$ cat src/rtl/btn_event_pkg.sv
// Shared event encoding for the button event encoder and its FIFO.
package btn_event_pkg;

    typedef enum logic [1:0] {
        EV_PRESS   = 2'b00,
        EV_LONG    = 2'b01,
        EV_RELEASE = 2'b10
    } ev_type_t;

    // Wide enough for up to 256 channels; the top only presents the low IDW bits.
    localparam int EV_ID_W = 8;

    typedef struct packed {
        logic [EV_ID_W-1:0] id;
        ev_type_t           typ;
    } ev_t;

    localparam int EV_W = $bits(ev_t);

    function automatic ev_t make_ev(input logic [EV_ID_W-1:0] id, input ev_type_t typ);
        ev_t e;
        e.id  = id;
        e.typ = typ;
        return e;
    endfunction

endpackage

$ cat src/rtl/event_fifo.sv
// Synchronous first-word-fall-through FIFO; DEPTH must be a power of two.
module event_fifo #(
    parameter int WIDTH = 10,
    parameter int DEPTH = 4
) (
    input  logic             clk,
    input  logic             reset,
    input  logic             i_push,
    input  logic [WIDTH-1:0] i_data,
    input  logic             i_pop,
    output logic [WIDTH-1:0] o_data,
    output logic             o_full,
    output logic             o_empty
);

    localparam int            AW      = (DEPTH > 1) ? $clog2(DEPTH) : 1;
    localparam logic [AW:0]   PTR_ONE = (AW + 1)'(1);

    logic [WIDTH-1:0] r_mem [DEPTH];
    logic [AW:0]      r_wptr;
    logic [AW:0]      r_rptr;
    logic             w_do_push;
    logic             w_do_pop;

    // Pointers carry one extra wrap bit so full and empty are distinguishable.
    assign o_empty   = (r_wptr == r_rptr);
    assign o_full    = (r_wptr[AW] != r_rptr[AW]) && (r_wptr[AW-1:0] == r_rptr[AW-1:0]);
    assign w_do_push = i_push && !o_full;
    assign w_do_pop  = i_pop && !o_empty;
    assign o_data    = o_empty ? '0 : r_mem[r_rptr[AW-1:0]];

    always_ff @(posedge clk) begin
        if (reset) begin
            r_wptr <= '0;
            r_rptr <= '0;
        end else begin
            if (w_do_push) r_wptr <= r_wptr + PTR_ONE;
            if (w_do_pop)  r_rptr <= r_rptr + PTR_ONE;
        end
    end

    always_ff @(posedge clk) begin
        if (w_do_push) r_mem[r_wptr[AW-1:0]] <= i_data;
    end

endmodule

$ cat src/rtl/btn_event_encoder.sv
// Turns debounced button levels into press/long/release pulses and a queued event
// stream, arbitrating one event per cycle into a small FIFO.
module btn_event_encoder
    import btn_event_pkg::*;
#(
    parameter int N              = 4,
    parameter int LONG_PRESS_CYC = 100_000_000,
    parameter int FIFO_DEPTH     = 4,
    parameter int IDW            = (N > 1) ? $clog2(N) : 1
) (
    input  logic           clk,
    input  logic           reset,
    input  logic [N-1:0]   db_in,
    output logic [N-1:0]   press_pulse,
    output logic [N-1:0]   release_pulse,
    output logic           ev_valid,
    input  logic           ev_ready,
    output logic [IDW-1:0] ev_id,
    output logic [1:0]     ev_type,
    output logic           overflow,
    input  logic           clear_overflow
);

    localparam int            CW       = $clog2(LONG_PRESS_CYC);
    localparam logic [CW-1:0] CNT_LAST = CW'(LONG_PRESS_CYC - 1);
    localparam logic [CW-1:0] CNT_FIRE = CW'(LONG_PRESS_CYC - 2);
    localparam logic [CW-1:0] CNT_ONE  = CW'(1);

    logic          r_armed;
    logic [N-1:0]  r_prev;
    logic [N-1:0]  r_track;
    logic [CW-1:0] r_cnt [N];
    logic [N-1:0]  r_pend_p;
    logic [N-1:0]  r_pend_l;
    logic [N-1:0]  r_pend_r;
    logic [N-1:0]  r_press_pulse;
    logic [N-1:0]  r_release_pulse;
    logic          r_overflow;

    logic [N-1:0]  w_rise;
    logic [N-1:0]  w_fall;
    logic [N-1:0]  w_long;
    logic [N-1:0]  w_clr_p;
    logic [N-1:0]  w_clr_l;
    logic [N-1:0]  w_clr_r;
    logic          w_push;
    ev_t           w_push_ev;
    ev_t           w_head;
    logic          w_full;
    logic          w_empty;
    logic          w_drop;
    logic          w_unused_id;

    // Until armed, the first sample only seeds r_prev so levels held through reset stay silent.
    assign w_rise = r_armed ? (db_in & ~r_prev) : '0;
    assign w_fall = r_armed ? (~db_in & r_prev) : '0;

    always_comb begin
        w_long = '0;
        for (int i = 0; i < N; i++) begin
            w_long[i] = r_armed && db_in[i] && r_track[i] && (r_cnt[i] == CNT_FIRE);
        end
    end

    // Lowest channel first; within a channel press beats long beats release.
    always_comb begin
        logic found;
        found     = 1'b0;
        w_push    = 1'b0;
        w_push_ev = make_ev('0, EV_PRESS);
        w_clr_p   = '0;
        w_clr_l   = '0;
        w_clr_r   = '0;
        if (!w_full) begin
            for (int i = 0; i < N; i++) begin
                if (!found && (r_pend_p[i] || r_pend_l[i] || r_pend_r[i])) begin
                    found  = 1'b1;
                    w_push = 1'b1;
                    if (r_pend_p[i]) begin
                        w_push_ev  = make_ev(EV_ID_W'(i), EV_PRESS);
                        w_clr_p[i] = 1'b1;
                    end else if (r_pend_l[i]) begin
                        w_push_ev  = make_ev(EV_ID_W'(i), EV_LONG);
                        w_clr_l[i] = 1'b1;
                    end else begin
                        w_push_ev  = make_ev(EV_ID_W'(i), EV_RELEASE);
                        w_clr_r[i] = 1'b1;
                    end
                end
            end
        end
    end

    // A new event only collides if its bit stays pending after this cycle's push.
    assign w_drop = |((w_rise & r_pend_p & ~w_clr_p) |
                      (w_long & r_pend_l & ~w_clr_l) |
                      (w_fall & r_pend_r & ~w_clr_r));

    always_ff @(posedge clk) begin
        if (reset) begin
            r_armed         <= 1'b0;
            r_prev          <= '0;
            r_press_pulse   <= '0;
            r_release_pulse <= '0;
            r_pend_p        <= '0;
            r_pend_l        <= '0;
            r_pend_r        <= '0;
            r_overflow      <= 1'b0;
        end else begin
            r_armed         <= 1'b1;
            r_prev          <= db_in;
            r_press_pulse   <= w_rise;
            r_release_pulse <= w_fall;
            r_pend_p        <= (r_pend_p & ~w_clr_p) | w_rise;
            r_pend_l        <= (r_pend_l & ~w_clr_l) | w_long;
            r_pend_r        <= (r_pend_r & ~w_clr_r) | w_fall;
            if (w_drop) begin
                r_overflow <= 1'b1;
            end else if (clear_overflow) begin
                r_overflow <= 1'b0;
            end
        end
    end

    // Hold counters only run for presses seen while armed and saturate at the threshold.
    always_ff @(posedge clk) begin
        for (int i = 0; i < N; i++) begin
            if (reset || !r_armed || !db_in[i]) begin
                r_cnt[i]   <= '0;
                r_track[i] <= 1'b0;
            end else if (w_rise[i]) begin
                r_cnt[i]   <= '0;
                r_track[i] <= 1'b1;
            end else if (r_track[i] && (r_cnt[i] != CNT_LAST)) begin
                r_cnt[i] <= r_cnt[i] + CNT_ONE;
            end
        end
    end

    event_fifo #(
        .WIDTH (EV_W),
        .DEPTH (FIFO_DEPTH)
    ) u_fifo (
        .clk     (clk),
        .reset   (reset),
        .i_push  (w_push),
        .i_data  (w_push_ev),
        .i_pop   (ev_ready),
        .o_data  (w_head),
        .o_full  (w_full),
        .o_empty (w_empty)
    );

    // Handshake: the head event is offered while ev_valid is high and holds steady
    // until the consumer raises ev_ready; the pop happens on the edge where both are high.
    assign ev_valid      = !w_empty;
    assign ev_id         = w_head.id[IDW-1:0];
    assign ev_type       = w_head.typ;
    assign w_unused_id   = ^w_head.id;
    assign press_pulse   = r_press_pulse;
    assign release_pulse = r_release_pulse;
    assign overflow      = r_overflow;

endmodule

$ cat config.mk
export PLATFORM = sky130hd
export DESIGN_NAME = btn_event_encoder
export DESIGN_NICKNAME = d
export VERILOG_FILES = /design/src/rtl/btn_event_pkg.sv /design/src/rtl/event_fifo.sv /design/src/rtl/btn_event_encoder.sv
export SDC_FILE = /design/constraint.sdc
export NUM_CORES = 1
export LEC_CHECK = 0
export ABC_AREA = 0
export CORE_ASPECT_RATIO = 1.1
export CORE_MARGIN = 5
export CORE_UTILIZATION = 50
export DETAILED_ROUTE_END_ITERATION = 12
export GPL_ROUTABILITY_DRIVEN = 0
export GPL_TIMING_DRIVEN = 0
export HOLD_SLACK_MARGIN = 0.12
export PLACE_DENSITY_LB_ADDON = 0.05
export SLEW_MARGIN = 20
export SYNTH_ARGS = -nofsm -noshare
export SYNTH_HDL_FRONTEND = slang
export SYNTH_SLANG_ARGS = --single-unit
export TNS_END_PERCENT = 5
$ cat constraint.sdc
create_clock -name clk -period 8.07 [get_ports clk]
set_clock_uncertainty 0.1 [all_clocks]
set_input_delay 2.0175 -clock clk [delete_from_list [all_inputs] [get_ports clk]]
set_output_delay 2.0175 -clock clk [all_outputs]
set_load 0.02 [all_outputs]
==> insert_results.sql, run 1 <==
INSERT INTO impl_metrics (metric_group, metric, value, unit) VALUES
('critical_path', 'crit_path_start_kind', 'input pin', ''),
('sta', 'timing.final.setup_violations', '0', ''),
('worst_hold_path', 'hold_start', 'r_track[1]', ''),
('critical_path', 'startpoint', 'reset', ''),
('critical_path', 'highest_delay_cell_along_the_critical_path', 'sky130_fd_sc_hd__nand4_1', ''),
('synth', 'ys_ff_latch', '162', ''),
('sta', 'pins_over_their_slew_limit', '0', ''),
('route', 'drt_iter0_drc', '333', ''),
('run_status', 'status', 'finished, final reports clean', ''),
('synth', 'synth.net_count', '785', ''),
('critical_path', 'crit_path_max_incr_delay', '0.55', 'ns'),
('job', 'cap_violations', '0', ''),
('sta', 'timing_worst_slew_pin_value', '0.7638', 'ns'),
('route', 'wl_per_cell', '15.60', 'µm'),
('grt', 'grt_start_max_net_pins', '28', ''),
('critical_path', 'ordered_cell_list_for_the_critical_path', 'clkdlybuf4s50_1, clkbuf_1, nor2b_1, nand3_1, nor2_1, o21ai_1, nand4_1, buf_6', ''),
('sta', 'final-hold-violation-count', '0', ''),
('grt', 'first_pass_grt_wire_length', '27010', 'µm'),
('floorplan', 'die-area', '0.01890', 'mm²'),
('cts', 'cts_tree', 'done', ''),
('finish', 'syn2layout_area_growth', '14.57', '%'),
('synth', 'synthFlopType', 'sky130_fd_sc_hd__edfxtp_1', ''),
('critical_path', 'cp_max_fo', '11', ''),
('placement', 'numPortBuffers', '21', ''),
('sta', 'min_period_over_period', '54.88', '%'),
('critical_path', 'endpoint_kind', 'flip-flop', ''),
('sta', 'max_slew_margin', '48.93', '%'),
('floorplan', 'pin_count', '22', ''),
('floorplan', 'die_w', '131.5', 'µm'),
('route', 'via_count', '5536', ''),
('sta', 'layout_min_cycle_time', '4.429', 'ns'),
('placement', 'dp.final_hpwl', '11270', 'µm'),
('critical_path', 'worstReg2RegStart', 'r_cnt[3][19]', ''),
('grt', 'grt_antenna_before_repair', '0', ''),
('synth', 'synth_warnings', '0', ''),
('floorplan', 'floorplan.die.height', '143.7', 'µm'),
('cts', 'clockBufferDepth', '2', ''),
('floorplan', 'initial_utilization', '51.24', '%'),
('critical_path', 'cp.required', '8.15', 'ns'),
('route', 'drtPass1Iterations', '5', ''),
('grt', 'globalRouteOverflowTotal', '0', ''),
('route', 'drc_errors', '0', ''),
('power_and_ir_drop', 'power-per-cell-area', '221.2', 'mW/mm²'),
('route', 'drt_wl_total', '15910', 'µm'),
('finish', 'drive_gt1_share', '8.171', '%'),
('cts', 'cts.repair.resized', '0', ''),
('cts', 'clkTransAtPathRegs', '0.06', 'ns'),
('critical_path', 'criticalPathCategory', 'input pin to flip-flop', ''),
('power_and_ir_drop', 'ir_drop', '0.1271', 'mV'),
('cts', 'clock_buffer_count_from_cts', '17', ''),
('floorplan', 'rows', '48', ''),
('power_and_ir_drop', 'static-leakage-power', '3.194', 'nW'),
('synth', 'number_of_enable_flip_flop_cells_after_synthesis', '124', ''),
('sta', 'setup_total_negative_slack', '0', 'ns'),
('cts', 'clock_sink_count', '162', ''),
('finish', 'n_antenna_cell', '0', ''),
('worst_hold_path', 'hp-class', 'flip-flop to flip-flop', ''),
('synth', 'mappedNetlistArea', '0.008124', 'mm²'),
('synth', 'netlist-cell-type-count', '58', ''),
('finish', 'finish.net_count', '828', ''),
('route', 'drtAntennaViolNets', '0', ''),
('route', 'routed_via_density', '5.427', ''),
('finish', 'mostFrequentLayoutCells', 'sky130_fd_sc_hd__nor2_1 (158), sky130_fd_sc_hd__edfxtp_1 (124), sky130_fd_sc_hd__xor2_1 (67), sky130_fd_sc_hd__nand2_1 (56), sky130_fd_sc_hd__nand3_1 (45)', ''),
('grt', 'grt_pass1_vias', '5441', ''),
('cts', 'htree_num_levels', '4', ''),
('sta', 'grt_setup_unrepaired', 'no', ''),
('power_and_ir_drop', 'design_power_total', '2.059', 'mW'),
('critical_path', 'r2r_cells', '7', ''),
('sta', 'max_clock_freq', '0.2258', 'GHz'),
('synth', 'syn-instance-count', '764', ''),
('cts', 'clock_latency', '0.42', 'ns'),
('synth', 'async_reset_ff_share', '0', '%'),
('synth', 'postSynthAreaPerCell', '10.63', 'µm²'),
('floorplan', 'floorplan.core_area', '0.01586', 'mm²'),
('cts', 'clk_root_buffer_cell', 'sky130_fd_sc_hd__clkbuf_16', ''),
('cts', 'holdBufCountCts', '0', ''),
('critical_path', 'timing.critical_path.arrival', '4.51', 'ns'),
('cts', 'cts.repair_timing.setup_buffer_count', '0', ''),
('synth', 'synth.yosys.seq_area_share', '55.20', '%'),
('finish', 'mostFrequentLayoutCell', 'sky130_fd_sc_hd__nor2_1', ''),
('worst_hold_path', 'worst_hold_path.num_cells', '2', ''),
('grt', 'gr-usage-all-layers', '17.39', '%');
Yosys cell counts, types with 2 or more instances:
| library cell | instances | area (µm²) |
|---|---|---|
| sky130_fd_sc_hd__xnor2_1 | 40 | 350.3 |
| sky130_fd_sc_hd__or4_1 | 2 | 15.01 |
| sky130_fd_sc_hd__nor2_1 | 158 | 593.1 |
| sky130_fd_sc_hd__nand3_1 | 46 | 230.2 |
| sky130_fd_sc_hd__nand2_1 | 56 | 210.2 |
| sky130_fd_sc_hd__nor3b_1 | 3 | 22.52 |
| sky130_fd_sc_hd__inv_1 | 21 | 78.83 |
| sky130_fd_sc_hd__clkbuf_1 | 11 | 41.29 |
| sky130_fd_sc_hd__buf_2 | 8 | 40.04 |
| sky130_fd_sc_hd__or4_4 | 2 | 22.52 |
| sky130_fd_sc_hd__mux4_2 | 4 | 90.09 |
| sky130_fd_sc_hd__dfxtp_1 | 38 | 760.7 |
| sky130_fd_sc_hd__ha_1 | 13 | 162.7 |
| sky130_fd_sc_hd__edfxtp_1 | 124 | 3724 |
| sky130_fd_sc_hd__a31o_2 | 3 | 26.28 |
| sky130_fd_sc_hd__nand4_2 | 2 | 25.02 |
| sky130_fd_sc_hd__or2_2 | 5 | 31.28 |
| sky130_fd_sc_hd__nor4b_1 | 3 | 26.28 |
| sky130_fd_sc_hd__nor3_1 | 13 | 65.06 |
| sky130_fd_sc_hd__nand3b_1 | 5 | 37.54 |
| sky130_fd_sc_hd__nand4b_1 | 4 | 35.03 |
| sky130_fd_sc_hd__nor2b_1 | 6 | 37.54 |
| sky130_fd_sc_hd__and2_1 | 10 | 62.56 |
| sky130_fd_sc_hd__nand4_1 | 27 | 168.9 |
| sky130_fd_sc_hd__o21ai_0 | 9 | 45.04 |
| sky130_fd_sc_hd__and3_1 | 19 | 118.9 |
| sky130_fd_sc_hd__a21oi_1 | 18 | 90.09 |
| sky130_fd_sc_hd__a31oi_1 | 2 | 12.51 |
| sky130_fd_sc_hd__nand2b_1 | 4 | 25.02 |
| sky130_fd_sc_hd__nor4_1 | 5 | 31.28 |
| sky130_fd_sc_hd__o21ai_1 | 2 | 10.01 |
| sky130_fd_sc_hd__nor4b_2 | 2 | 30.03 |
| sky130_fd_sc_hd__xor2_1 | 67 | 586.8 |
| sky130_fd_sc_hd__and4_1 | 8 | 70.07 |
critical path, delay by kind of cell:
family	cells	cell delay [ns]
buf+inv	3	1.26
simple gates	4	0.88
compound gates	1	0.35
metal layers:
layer | track usage (%) | routed length, µm | up-vias
li1 | - | - | 2813
met5 | 0 | 0 | -
met1 | 22.85 | 7332 | 2636
met2 | 29.20 | 7900 | 74
met3 | 3.746 | 494 | 13
met4 | 5.360 | 185 | 0
cells by family after synthesis:
kind of cell / after synthesis / synth area share [%]
and+or+nand+nor: 390 / 24.07
xor gates and xnor gates: 107 / 11.54
muxes: 4 / 1.109
DFF: 162 / 55.20
AOI/OAI and AO/OA: 48 / 4.112
buffers and inverters: 40 / 1.971
adders and majority gates: 13 / 2.002
sequential cells by signal (all words and copies together), names as in the netlist, named ones only:
| register | count |
|---|---|
| r_pend_l | 4 |
| u_fifo.r_rptr | 3 |
| r_prev | 4 |
| r_armed | 1 |
| r_cnt | 108 |
| r_pend_r | 4 |
| overflow | 1 |
| u_fifo.r_wptr | 3 |
| release_pulse | 4 |
| press_pulse | 4 |
| u_fifo.r_mem | 16 |
| r_track | 4 |
| r_pend_p | 4 |
cell type report:
| cell class | count | area, µm² |
|---|---|---|
| well taps | 200 | 250.2 |
| inverters | 21 | 78.83 |
| fillers | 1337 | 6548 |
| clock buffers | 22 | 454.2 |
| multi-input cells | 562 | 3485 |
| repair buffers | 24 | 244.0 |
| clock inverters | 10 | 230.2 |
| flip-flops and latches | 162 | 4484 |
| plain buffers | 19 | 81.33 |
metrics by stage:
step | cell area (µm²) | setup slack [ns] | hold WS, ns | utilization [%] | instances
after global placement | 8584 | 2.361 | 0.3557 | 54.14 | 985
after CTS | 9308 | 3.599 | 0.3722 | 58.70 | 1020
after floorplan | 8124 | 3.763 | 0.3359 | - | 764
final | 9308 | 3.641 | 0.3705 | 58.70 | 1020
after detailed placement | 8623 | 3.177 | 0.3627 | 54.39 | 988
after global routing | 9308 | 3.347 | 0.4056 | 58.70 | 1020
where the power goes:
part	switching, mW	internal (mW)	total (mW)
registers	0.0290	0.922	0.951
clock network	0.313	0.620	0.933
logic	0.0935	0.0814	0.175
final timing paths:
kind,slack (ns),to
worst max register to register,5.13,r_cnt[3][15]
worst min-delay path,0.37,r_track[1]
worst max-delay path,3.64,r_cnt[3][15]
worst min register to register,0.37,r_track[1]
No activity file was read; power rests on OpenSTA's default activity.
==> run 2: changes to the inputs <==
==> constraint.sdc (replaced) <==
create_clock -name clk -period 4.1 [get_ports clk]
set_clock_uncertainty 0.1 [all_clocks]
set_input_delay 1.025 -clock clk [delete_from_list [all_inputs] [get_ports clk]]
set_output_delay 1.025 -clock clk [all_outputs]
set_load 0.02 [all_outputs]
==> results of run 2 <==
Same layout as run 1 (identical final DEF). Status: finished, final reports clean.
Main changes from that run: setup slack after placement 3.177 ns -> 0.1997 ns; setup slack after layout 3.641 ns -> 0.6634 ns; register-to-register setup slack 5.13 ns -> 1.16 ns; total power 2.059 mW -> 4.052 mW; worst IR drop on VDD 0.1271 mV -> 0.2501 mV
==> run 3: changes to the inputs <==
==> constraint.sdc (replaced) <==
create_clock -name clk -period 3.4 [get_ports clk]
set_clock_uncertainty 0.1 [all_clocks]
set_input_delay 0.85 -clock clk [delete_from_list [all_inputs] [get_ports clk]]
set_output_delay 0.85 -clock clk [all_outputs]
set_load 0.02 [all_outputs]
==> run 3 against run 2 <==
- core utilization up 0.14 points
- first-iteration DRC count up 5.1%
- count of clock-buffer cells in the layout unchanged
- critical path depth down 4
- sequential share of layout area down 0.12 points
- worst setup slack worse by 0.39 ns
- routed wire length up 0.21%
- hold slack better by 0.00063 ns
- cell count up 0.29%
- non-clock buffer count up 3
- via count up 0.36%
- critical path type is now flip-flop to output pin
==> insert_results.sql, run 3 (synthesis gave the netlist of run 1 again) <==
INSERT INTO impl_metrics (metric_group, metric, value, unit) VALUES
('run_status', 'status', 'finished, final reports clean', ''),
('finish', 'drive_gt1_share', '8.505', '%'),
('critical_path', 'criticalPathCategory', 'flip-flop to output pin', ''),
('sta', 'timing_worst_slew_pin_value', '0.7599', 'ns'),
('finish', 'largest_reg_flops', '108', ''),
('worst_hold_path', 'hp-class', 'flip-flop to flip-flop', ''),
('power_and_ir_drop', 'design_power_total', '4.887', 'mW'),
('critical_path', 'endpoint_of_the_most_critical_setup_path', 'ev_type[1]', ''),
('floorplan', 'rows', '48', ''),
('placement', 'numPortBuffers', '21', ''),
('route', 'routed-wl-met3', '486', 'µm'),
('sta', 'max_clock_freq', '0.3194', 'GHz'),
('finish', 'final_design_utilization', '58.85', '%'),
('grt', 'grt_antenna_before_repair', '0', ''),
('route', 'top_layer_used', 'met4', ''),
('critical_path', 'endpoint_kind', 'output pin', ''),
('sta', 'min_period_over_period', '92.09', '%'),
('floorplan', 'die-area', '0.01890', 'mm²'),
('sta', 'final-hold-violation-count', '0', ''),
('power_and_ir_drop', 'clkPwrFrac', '45.3', '%'),
('finish', 'mostFrequentLayoutCells', 'sky130_fd_sc_hd__nor2_1 (158), sky130_fd_sc_hd__edfxtp_1 (124), sky130_fd_sc_hd__xor2_1 (67), sky130_fd_sc_hd__nand2_1 (56), sky130_fd_sc_hd__nand3_1 (45)', ''),
('floorplan', 'floorplan.die.height', '143.7', 'µm'),
('route', 'drt_wl_total', '15950', 'µm'),
('route', 'wl_per_cell', '15.59', 'µm'),
('critical_path', 'rr_endpoint', 'r_cnt[2][11]', ''),
('floorplan', 'die_w', '131.5', 'µm'),
('route', 'drtAntennaViolNets', '0', ''),
('grt', 'grt_start_max_net_pins', '28', ''),
('power_and_ir_drop', 'p_seq_share', '46.2', '%'),
('grt', 'grt_pass1_vias', '5441', ''),
('route', 'met1Wirelength', '7314', 'µm'),
('route', 'drt_iter0_drc', '350', ''),
('finish', 'mostFrequentLayoutCell', 'sky130_fd_sc_hd__nor2_1', ''),
('critical_path', 'worst_reg_to_reg_setup_slack', '0.53', 'ns'),
('grt', 'globalRouteOverflowTotal', '0', ''),
('critical_path', 'cp_num_cells', '4', ''),
('critical_path', 'timing.critical_path.arrival', '2.18', 'ns'),
('floorplan', 'initial_utilization', '51.24', '%'),
('power_and_ir_drop', 'static-leakage-power', '3.206', 'nW'),
('critical_path', 'crit_path_start_kind', 'flip-flop', ''),
('job', 'cap_violations', '0', ''),
('floorplan', 'floorplan.core_area', '0.01586', 'mm²'),
('critical_path', 'path_delay_family', 'simple AND/OR/NAND/NOR gates', ''),
('cts', 'clk_root_buffer_cell', 'sky130_fd_sc_hd__clkbuf_16', ''),
('critical_path', 'worstReg2RegStart', 'r_cnt[2][10]', ''),
('power_and_ir_drop', 'switching_power_total', '1.034', 'mW'),
('route', 'routed_via_density', '5.431', ''),
('cts', 'cts.repair.resized', '0', ''),
('cts', 'clkTransAtPathRegs', '0.06', 'ns'),
('sta', 'pins_over_their_slew_limit', '0', ''),
('cts', 'clock_latency', '0.42', 'ns'),
('finish', 'finish.net_count', '831', ''),
('finish', 'regMostFlops', 'r_cnt', ''),
('route', 'wl_met2', '7940', 'µm'),
('power_and_ir_drop', 'switching_share', '21.15', '%'),
('critical_path', 'r2r_cells', '6', ''),
('finish', 'syn2layout_area_growth', '14.85', '%'),
('cts', 'cts_tree', 'done', ''),
('sta', 'layout_min_cycle_time', '3.131', 'ns'),
('power_and_ir_drop', 'p_int', '3.853', 'mW'),
('sta', 'timing.final.setup_violations', '0', ''),
('finish', 'n_antenna_cell', '0', ''),
('critical_path', 'cp.required', '2.45', 'ns'),
('sta', 'grt_setup_unrepaired', 'no', ''),
('cts', 'clock_buffer_count_from_cts', '17', ''),
('critical_path', 'ordered_cell_list_for_the_critical_path', 'xnor2_1, nand3b_1, and2_1, clkdlybuf4s50_1', ''),
('critical_path', 'startpoint', 'u_fifo.r_wptr[0]', ''),
('critical_path', 'cp_max_fo', '8', ''),
('critical_path', 'crit_path_max_incr_delay', '0.54', 'ns'),
('critical_path', 'critPathBufInv', '1', ''),
('cts', 'htree_num_levels', '4', ''),
('sta', 'max_slew_margin', '49.19', '%'),
('floorplan', 'pin_count', '22', ''),
('cts', 'clock_sink_count', '162', ''),
('route', 'drc_errors', '0', ''),
('critical_path', 'highest_delay_cell_along_the_critical_path', 'sky130_fd_sc_hd__clkdlybuf4s50_1', ''),
('power_and_ir_drop', 'power.combinational.fraction', '8.5', '%'),
('grt', 'first_pass_grt_wire_length', '27010', 'µm'),
('route', 'drtPass1Iterations', '5', ''),
('placement', 'dp.final_hpwl', '11270', 'µm'),
('power_and_ir_drop', 'ir_drop', '0.3016', 'mV'),
('power_and_ir_drop', 'power-per-cell-area', '523.8', 'mW/mm²'),
('cts', 'clockBufferDepth', '2', ''),
('grt', 'gr-usage-all-layers', '17.39', '%'),
('route', 'via_count', '5556', '');
## run 3: what timing repair did
item / CTS / global route
buffers inserted: 0 / 3
hold buffers: 0 / 0
endpoints found under the hold margin: 0 / 0
endpoints found under the setup margin: 0 / 21
## run 3: how the worst min path moves through the flow
stage                     from         end  depth (start not counted)
floorplan           r_track[2]  r_track[2]                          2
global placement    r_track[2]  r_track[2]                          2
detailed placement  r_track[1]  r_track[1]                          2
CTS                 r_track[1]  r_track[1]                          2
global route        r_track[2]  r_track[2]                          2
finish              r_track[1]  r_track[1]                          2
## run 3: area by class of cell
type                            count  area [µm²]
Buffer                             19       81.33
Clock inverter                     10       230.2
Sequential cell                   162        4484
Tap cell                          200       250.2
Timing Repair Buffer               27       266.5
Multi-Input combinational cell    562        3485
Inverter                           21       78.83
Fill cell                        1335        6525
Clock buffer                       22       454.2
## run 3: power by group through the flow
| stage | Sequential [mW] | Clock (mW) | Combinational (mW) |
|---|---|---|---|
| 5_1_grt | 2.27 | 2.36 | 0.457 |
| 3_5_place_dp | 2.30 | 0 | 0.420 |
| 6_report | 2.26 | 2.21 | 0.416 |
| 3_3_place_gp | 2.30 | 0 | 0.411 |
| 2_1_floorplan | 2.28 | 0 | 0.268 |
| 4_1_cts | 2.26 | 2.27 | 0.422 |
## run 3: metal layers
metal  global-route usage [%]  vias to the layer above
met5                        0                        -
met4                    5.360                        0
met3                    3.746                       18
met2                    29.20                       78
met1                    22.85                     2651
li1                         -                     2809
## run 3: metrics by stage
| stage | area, µm² | cells | setup WS (ns) | hold WS, ns | setup TNS [ns] |
|---|---|---|---|---|---|
| after floorplan | 8124 | 764 | 0.2602 | 0.3359 | 0 |
| after global placement | 8584 | 985 | -1.142 | 0.3557 | -35.81 |
| after detailed placement | 8623 | 988 | -0.3253 | 0.3627 | -7.621 |
| after CTS | 9308 | 1020 | 0.09683 | 0.3722 | 0 |
| after global routing | 9330 | 1023 | 0.1141 | 0.4056 | 0 |
| final | 9330 | 1023 | 0.2690 | 0.3711 | 0 |
## run 3: worst min-delay path: cells and delay by family, from the launching register on
kind / cells / cell delay, ns
flip-flops: 1 / 0.31
buffers and inverters: 1 / 0.06
AO/OA/AOI/OAI: 1 / 0.05
